--- config.mk ---
export PLATFORM = sky130hd
export DESIGN_NAME = mux4_rr_arbiter
export DESIGN_NICKNAME = d
export VERILOG_FILES = /design/src/rtl/mux_arb_pkg.sv /design/src/rtl/rr_pick4.sv /design/src/rtl/mux4_rr_arbiter.sv
export SDC_FILE = /design/constraint.sdc
export NUM_CORES = 1
export LEC_CHECK = 0
export ABC_AREA = 1
export CORE_UTILIZATION = 51
export DETAILED_ROUTE_END_ITERATION = 12
export GPL_ROUTABILITY_DRIVEN = 0
export PLACE_DENSITY_LB_ADDON = 0.3
export SYNTH_ARGS = -nofsm -noshare
export SYNTH_HDL_FRONTEND = slang
export SYNTH_SLANG_ARGS = --single-unit
--- constraint.sdc ---
create_clock -name clk -period 2.6 [get_ports clk]
set_input_delay 0.52 -clock clk [delete_from_list [all_inputs] [get_ports clk]]
set_output_delay 0.52 -clock clk [all_outputs]
set_load 0.03 [all_outputs]
--- src/rtl/mux_arb_pkg.sv ---
// rtl/mux_arb_pkg.sv - shared types and widths for the mux4 round-robin arbiter
package mux_arb_pkg;

  localparam int NREQ  = 4;
  localparam int SEL_W = 2;

  typedef enum logic [0:0] {
    ARB_IDLE  = 1'b0,
    ARB_GRANT = 1'b1
  } arb_state_e;

  // Binary index to one-hot request vector
  function automatic logic [NREQ-1:0] idx_to_onehot(input logic [SEL_W-1:0] idx);
    logic [NREQ-1:0] oh;
    oh = '0;
    oh[idx] = 1'b1;
    return oh;
  endfunction

endpackage

--- src/rtl/rr_pick4.sv ---
// rtl/rr_pick4.sv - combinational rotating-priority picker over four requests
module rr_pick4
  import mux_arb_pkg::*;
(
  input  logic [NREQ-1:0]  req,
  input  logic [SEL_W-1:0] ptr,
  input  logic [NREQ-1:0]  mask,
  output logic [NREQ-1:0]  win_onehot,
  output logic [SEL_W-1:0] win_idx,
  output logic             found
);

  logic [NREQ-1:0] cand;

  assign cand = req & ~mask;

  // Walk from ptr upward (mod 4); the first candidate seen wins
  always_comb begin
    logic [SEL_W-1:0] idx;
    win_idx = '0;
    found   = 1'b0;
    for (int i = 0; i < NREQ; i++) begin
      idx = ptr + SEL_W'(i);
      if (!found && cand[idx]) begin
        win_idx = idx;
        found   = 1'b1;
      end
    end
  end

  assign win_onehot = found ? idx_to_onehot(win_idx) : '0;

endmodule

--- src/rtl/mux4_rr_arbiter.sv ---
// rtl/mux4_rr_arbiter.sv - round-robin owner of the mux_4_to_1 select; optional hold limit via MUX_ARB_HOLD_LIMIT_EN
module mux4_rr_arbiter
  import mux_arb_pkg::*;
#(
  parameter int unsigned MAX_HOLD = 8
) (
  input  logic             clk,
  input  logic             rst_n,
  input  logic [NREQ-1:0]  req,
  output logic [NREQ-1:0]  gnt,
  output logic [SEL_W-1:0] sel,
  output logic             busy
);

  if (MAX_HOLD < 2 || MAX_HOLD > 255) begin : g_bad_max_hold
    $error("MAX_HOLD must be in 2..255");
  end

  arb_state_e       state_q, state_d;
  logic [SEL_W-1:0] ptr_q, ptr_d;
  logic [NREQ-1:0]  gnt_q, gnt_d;
  logic [SEL_W-1:0] sel_q, sel_d;
  logic             busy_q, busy_d;

`ifdef MUX_ARB_HOLD_LIMIT_EN
  localparam logic [7:0] HOLD_TOP = 8'(MAX_HOLD - 1);
  logic [7:0] cnt_q, cnt_d;
`endif

  logic             owner_req;
  logic [NREQ-1:0]  pick_mask;
  logic [NREQ-1:0]  win_onehot;
  logic [SEL_W-1:0] win_idx;
  logic             win_found;
  logic             take;

  // Owner still holding the mux; while it is, it must never win the pick again
  always_comb begin
    owner_req = |(req & gnt_q);
    pick_mask = (state_q == ARB_GRANT && owner_req) ? gnt_q : '0;
  end

  rr_pick4 u_pick (
    .req        (req),
    .ptr        (ptr_q),
    .mask       (pick_mask),
    .win_onehot (win_onehot),
    .win_idx    (win_idx),
    .found      (win_found)
  );

  // Next-state: grant, hand off without a bubble, revoke on hold limit, or go idle
  always_comb begin
    state_d = state_q;
    ptr_d   = ptr_q;
    gnt_d   = gnt_q;
    sel_d   = sel_q;
    take    = 1'b0;
`ifdef MUX_ARB_HOLD_LIMIT_EN
    cnt_d   = cnt_q;
`endif

    case (state_q)
      ARB_IDLE: begin
        if (win_found) take = 1'b1;
      end
      ARB_GRANT: begin
        if (!owner_req) begin
          if (win_found) begin
            take = 1'b1;
          end else begin
            state_d = ARB_IDLE;
            gnt_d   = '0;
          end
        end else begin
`ifdef MUX_ARB_HOLD_LIMIT_EN
          if (cnt_q == HOLD_TOP && win_found) begin
            take = 1'b1;
          end else if (cnt_q != HOLD_TOP) begin
            cnt_d = cnt_q + 8'd1;
          end
`endif
        end
      end
      default: begin
        state_d = ARB_IDLE;
        gnt_d   = '0;
      end
    endcase

    if (take) begin
      state_d = ARB_GRANT;
      gnt_d   = win_onehot;
      sel_d   = win_idx;
      ptr_d   = win_idx + SEL_W'(1);
`ifdef MUX_ARB_HOLD_LIMIT_EN
      cnt_d   = '0;
`endif
    end

    busy_d = |gnt_d;
  end

  // State and output registers; reset clears grant immediately
  always_ff @(posedge clk or negedge rst_n) begin
    if (!rst_n) begin
      state_q <= ARB_IDLE;
      ptr_q   <= '0;
      gnt_q   <= '0;
      sel_q   <= '0;
      busy_q  <= 1'b0;
    end else begin
      state_q <= state_d;
      ptr_q   <= ptr_d;
      gnt_q   <= gnt_d;
      sel_q   <= sel_d;
      busy_q  <= busy_d;
    end
  end

`ifdef MUX_ARB_HOLD_LIMIT_EN
  // Consecutive-grant counter, saturating at MAX_HOLD-1
  always_ff @(posedge clk or negedge rst_n) begin
    if (!rst_n) cnt_q <= '0;
    else        cnt_q <= cnt_d;
  end
`endif

  assign gnt  = gnt_q;
  assign sel  = sel_q;
  assign busy = busy_q;

endmodule

==> impl_metrics.yaml, run 1 <==
clock_network:
  cts_made_buffers: 3
  clk_latency_ps: 270
  cts_setup_buffers: 0
  ctsResizeCount: 0
  clockRootBuffer: "clkbuf_4"
  ctsHtreeMaxLevel: 1
  cts_tree: "yes"
  clk_path_buf_depth: 2
  ctsHoldBuffers: 0
  cts.sinks: 10
  path_clk_slew_ps: 70
worst_setup_path:
  critPathLaunch: "req[2]"
  critPathKind: "primary input to flop"
  cp.arrival_ps: 2520
  required_ps: 2750
  cp_num_cells: 16
  reg2reg_slack_ps: 340
  path_cells: "clkdlybuf4s50_1, a21boi_2, nand2_1, nand3_1, nand2_2, inv_1, nand2_1, nand2_2, o21ai_2, o21ai_2, inv_1, ha_1, nand2_1, nand2_1, nor2_1, nand2_1"
  worst-path-buf-inv: 3
  r2r_end: "busy"
  cpPeakStageDelay_ps: 480
  slowest_stage: "clkdlybuf4s50_1"
  r2r-start: "ptr_q[0]"
  r2r_cells: 13
  crit_top_cell: "nand2_1"
  critPathCaptureType: "flop"
  crit_end: "busy"
  cp_top_family: "simple AND/OR/NAND/NOR gates"
  cp_max_fo: 4
  critPathLaunchType: "primary input"
routing:
  drtIter0Drc: 14
  vias: 728
  first_pass_iters: 6
  met3_length_um: 78
  routed.top_layer: "met4"
  wirelength_um: 1610
  drc: 0
  viasPerCell: 5.35
  drtAntennaViolNets: 0
  wl_per_cell_um: 11.8
  wl_met2_um: 788
  m1WireLength_um: 694
yosys:
  mappedNetlistNets: 115
  synth.avg_cell_area_um2: 7.54
  ys_ff_latch: 10
  synth.cell_area_um2: 792
  yosysWarnings: 0
  postSynthCellCount: 105
  synth_cell_types: 24
  ys_seq_area_share_pct: 31.6
layout:
  finalNetCount: 132
  syn2layout_area_growth_pct: 21.6
  multi_input_comb_area_um2: 477
  stdcell_area_um2: 963
  drive_gt1_share_pct: 22.3
  n_antenna_cell: 0
  fillers: 121
  ff_latch_area_um2: 250
timing:
  timing.slew.headroom_pct: 63.6
  fin_skew_ps: 6.93
  final_max_slew_viol_count: 0
  period_minus_slack_ps: 2370
  timing.fmax_ghz: 0.422
  fin_hold_ws_ps: 492
  finalSetupTns_ps: 0
  hold_viol: 0
  finalCritPeriodShare_pct: 91.1
  setup_viol: 0
  tightest_slew_ps: 547
  rsz0062_at_grt: "no"
  setup_ws_ps: 230
global_route:
  grt_pass1_wl_um: 2810
  antenna_found_initial: 0
  grt_max_degree: 12
  grt_pass1_vias: 720
  grt_overflow_total: 0
  grt.total_usage_pct: 20.9
die:
  initial_core_util_pct: 58.0
  die_w_um: 41.4
  core_area_mm2: 0.00137
  die_h_um: 41.4
  ios: 13
  dieArea_mm2: 0.00171
  placementRows: 13
placement:
  dpl-instance-area_um2: 927
  numPortBuffers: 12
  place_ws_ps: -37.7
  hpwl_um: 1250
job:
  cap_viol_max_count: 0
worst_hold_path:
  hp-start: "sel[0]"
  hp-class: "flop to flop"
run_status:
  status: "finished clean"
==> layout by cell type, fill, tap and decap left out, drive strengths merged <==
cell type	synthesis	final
nand4	2	2
o211ai	1	1
ha	4	4
inv	11	11
xnor2	1	1
a21oi	3	3
clkbuf	0	4
xor2	1	1
clkdlybuf4s50	0	12
buf	2	2
nand3	12	12
nand3b	1	1
nand2	46	46
nor2	5	5
dfrtp	10	10
o21ai	4	4
a21boi	2	2
==> logic make-up (layout without fill, tap and decap cells) <==
family,after synthesis,count (layout),share of synthesized area [%]
compound gates,10,10,9.16
simple gates,66,66,40.6
flops,10,10,31.6
xor+xnor,2,2,4.11
fa+ha+maj,4,4,6.32
buf+inv,13,29,8.21
==> routing by layer <==
layer / global-route usage [%] / vias up
met1: 24.4 / 333
met4: 13.5 / 0
li1: - / 368
met2: 35.9 / 21
met5: 0 / -
met3: 2.17 / 6
==> worst reg2reg max path: cells and delay by family, from the launching register on <==
kind | cells | cell delay (ps)
simple gates | 8 | 730
fa+ha+maj | 1 | 200
flops | 1 | 680
xor+xnor | 1 | 250
compound gates | 2 | 200
buf+inv | 1 | 90
==> per-stage QoR <==
stage / utilization, % / std cells
after global placement: 67.9 / 132
final: 70.5 / 136
after floorplan: - / 105
after detailed placement: 67.9 / 132
after global routing: 70.5 / 136
after CTS: 70.5 / 136
==> layout make-up <==
| cell class | count | area share (%) |
|---|---|---|
| sequential | 10 | 26.0 |
| clock buffer | 4 | 3.77 |
| timing repair buffer | 14 | 14.0 |
| inverter | 11 | 4.81 |
| tap | 15 | 1.95 |
| multi-input combinational | 82 | 49.5 |
==> flip-flops by register name, indices dropped and copies added (netlist names) <==
| name | flops |
|---|---|
| ptr_q | 2 |
| gnt | 4 |
| sel | 2 |
| busy | 1 |
| state_q | 1 |
==> synth_stat cells <==
cell type	number	area (um^2)
a21boi_1	1	7.51
a21boi_2	1	11.3
a21oi_1	2	10.0
a21oi_2	1	8.76
buf_4	1	7.51
buf_6	1	11.3
dfrtp_1	10	250
ha_1	4	50.1
inv_1	9	33.8
inv_4	2	12.5
nand2_1	35	131
nand2_2	9	56.3
nand2_4	2	22.5
nand3_1	11	55.1
nand3_2	1	10.0
nand3b_1	1	7.51
nand4_1	2	12.5
nor2_1	4	15.0
nor2_4	1	11.3
o211ai_1	1	7.51
o21ai_1	2	10.0
o21ai_2	2	17.5
xnor2_2	1	16.3
xor2_2	1	16.3
==> worst min-delay path by stage <==
stage | end | cells after the start
after global routing | sel[0] | 2
final | sel[0] | 2
after floorplan | busy | 0
after global placement | sel[0] | 2
after CTS | sel[0] | 2
after detailed placement | sel[0] | 2
Power of run 1 is not shown: default switching activity piles up to over one toggle a cycle in this logic, so the estimate is an artifact.
==> run 2, diff against run 1 <==
- SETUP_SLACK_MARGIN: not set -> 0.4
==> impl_metrics.yaml, run 2 (synthesis gave the netlist of run 1 again) <==
worst_setup_path:
  critPathLaunch: "state_q"
  cp.arrival_ps: 2260
  critPathLaunchType: "flop"
  critPathCaptureType: "flop"
  required_ps: 2760
  cp_max_fo: 6
  r2r-start: "state_q"
  critPathKind: "flop to flop"
layout:
  n_antenna_cell: 0
  multi_input_comb_area_um2: 563
  stdcell_area_mm2: 0.00107
  final_core_util_pct: 78.6
  syn2layout_area_growth_pct: 35.5
  fillers: 101
  layout_common_cells: "30 x nand2_1, 13 x nand2_2, 8 x nand3_1, 8 x clkdlybuf4s50_1"
  ff_latch_area_um2: 256
  layout_commonest_cell: "nand2_1"
  largest_reg_flops: 4
  drive_gt1_share_pct: 38.7
  finalNetCount: 135
die:
  ios: 13
  initial_core_util_pct: 58.0
  dieArea_mm2: 0.00171
  core_area_mm2: 0.00137
  die_w_um: 41.4
  placementRows: 13
  die_h_um: 41.4
timing:
  fin_skew_ps: 5.00
  tightest_slew_ps: 459
  final_max_slew_viol_count: 0
  finalSetupTns_ps: 0
  period_minus_slack_ps: 2110
  setup_viol: 0
  rsz0062_at_grt: "no"
  timing.fmax_ghz: 0.475
  finalCritPeriodShare_pct: 81.0
  hold_viol: 0
  timing.slew.headroom_pct: 69.3
global_route:
  antenna_found_initial: 0
  grt_pass1_vias: 769
  grt_pass1_wl_um: 3150
  grt_max_degree: 12
  grt_overflow_total: 0
  grt.total_usage_pct: 23.6
clock_network:
  clockRootBuffer: "clkbuf_4"
  cts.sinks: 10
  cts_made_buffers: 3
  clk_latency_ps: 270
  path_clk_slew_ps: 70
  clk_path_buf_depth: 2
  cts_tree: "yes"
  ctsHtreeMaxLevel: 1
job:
  cap_viol_max_count: 0
routing:
  drtIter0Drc: 19
  first_pass_iters: 4
  wl_per_cell_um: 13.8
  drtAntennaViolNets: 0
  wirelength_um: 1920
  vias: 745
  drc: 0
  viasPerCell: 5.36
worst_hold_path:
  hp-start: "sel[0]"
  hp-class: "flop to flop"
placement:
  hpwl_um: 1250
  numPortBuffers: 12
  dpl-instance-area_um2: 927
run_status:
  status: "finished clean"
## run 2: layer usage
metal	track usage [%]	vias up	wire length, um	share of wire, %
li1	-	373	-	-
met1	28.3	342	794	41
met2	40.0	22	993	52
met3	1.74	8	58	3.0
met4	16.1	0	71	3.7
met5	0	-	0	0
## run 2: timing repair
item                       CTS  global route
pin swaps                   11             0
buffers inserted             2             1
setup endpoints to repair    5             2
hold buffers                 0             0
gates resized for setup     23             5
## run 2: worst paths after layout
path | end | slack, ps | depth (start not counted)
max in group asynchronous | ptr_q[0] | 1680 | 1
worst max register to register | busy | 490 | 13
worst min register to register | sel[0] | 490 | 2
worst min-delay path | sel[0] | 490 | 2
min in group asynchronous | gnt[1] | 570 | 1
worst max-delay path | busy | 490 | 13
## run 2: cell type report
type / instances / area share (%)
well taps: 15 / 1.75
flip-flops and latches: 10 / 23.9
clock buffers: 4 / 3.38
repair buffers: 17 / 14.2
multi-input cells: 82 / 52.4
inverters: 11 / 4.31
## run 2: stage by stage
step	worst slack [ps]	hold WS, ps	cells
floorplan	617	224	105
global placement	-1.27	463	132
detailed placement	-37.7	480	132
CTS	535	496	138
global route	358	510	139
finish	494	491	139
## run 2: critical path, stage by stage, from the launching register on
cell and delay (ps):
dfrtp_2 480, a21oi_2 210, nand2_2 110, nand3_1 110, nand2_2 80, inv_1 100, nor2_2 60, o21ai_2 230
o21ai_4 110, ha_1 230, nand2_2 70, nand2_2 50, nor2_1 90, nand2_1 50
Power of run 2 is left out for the same reason.
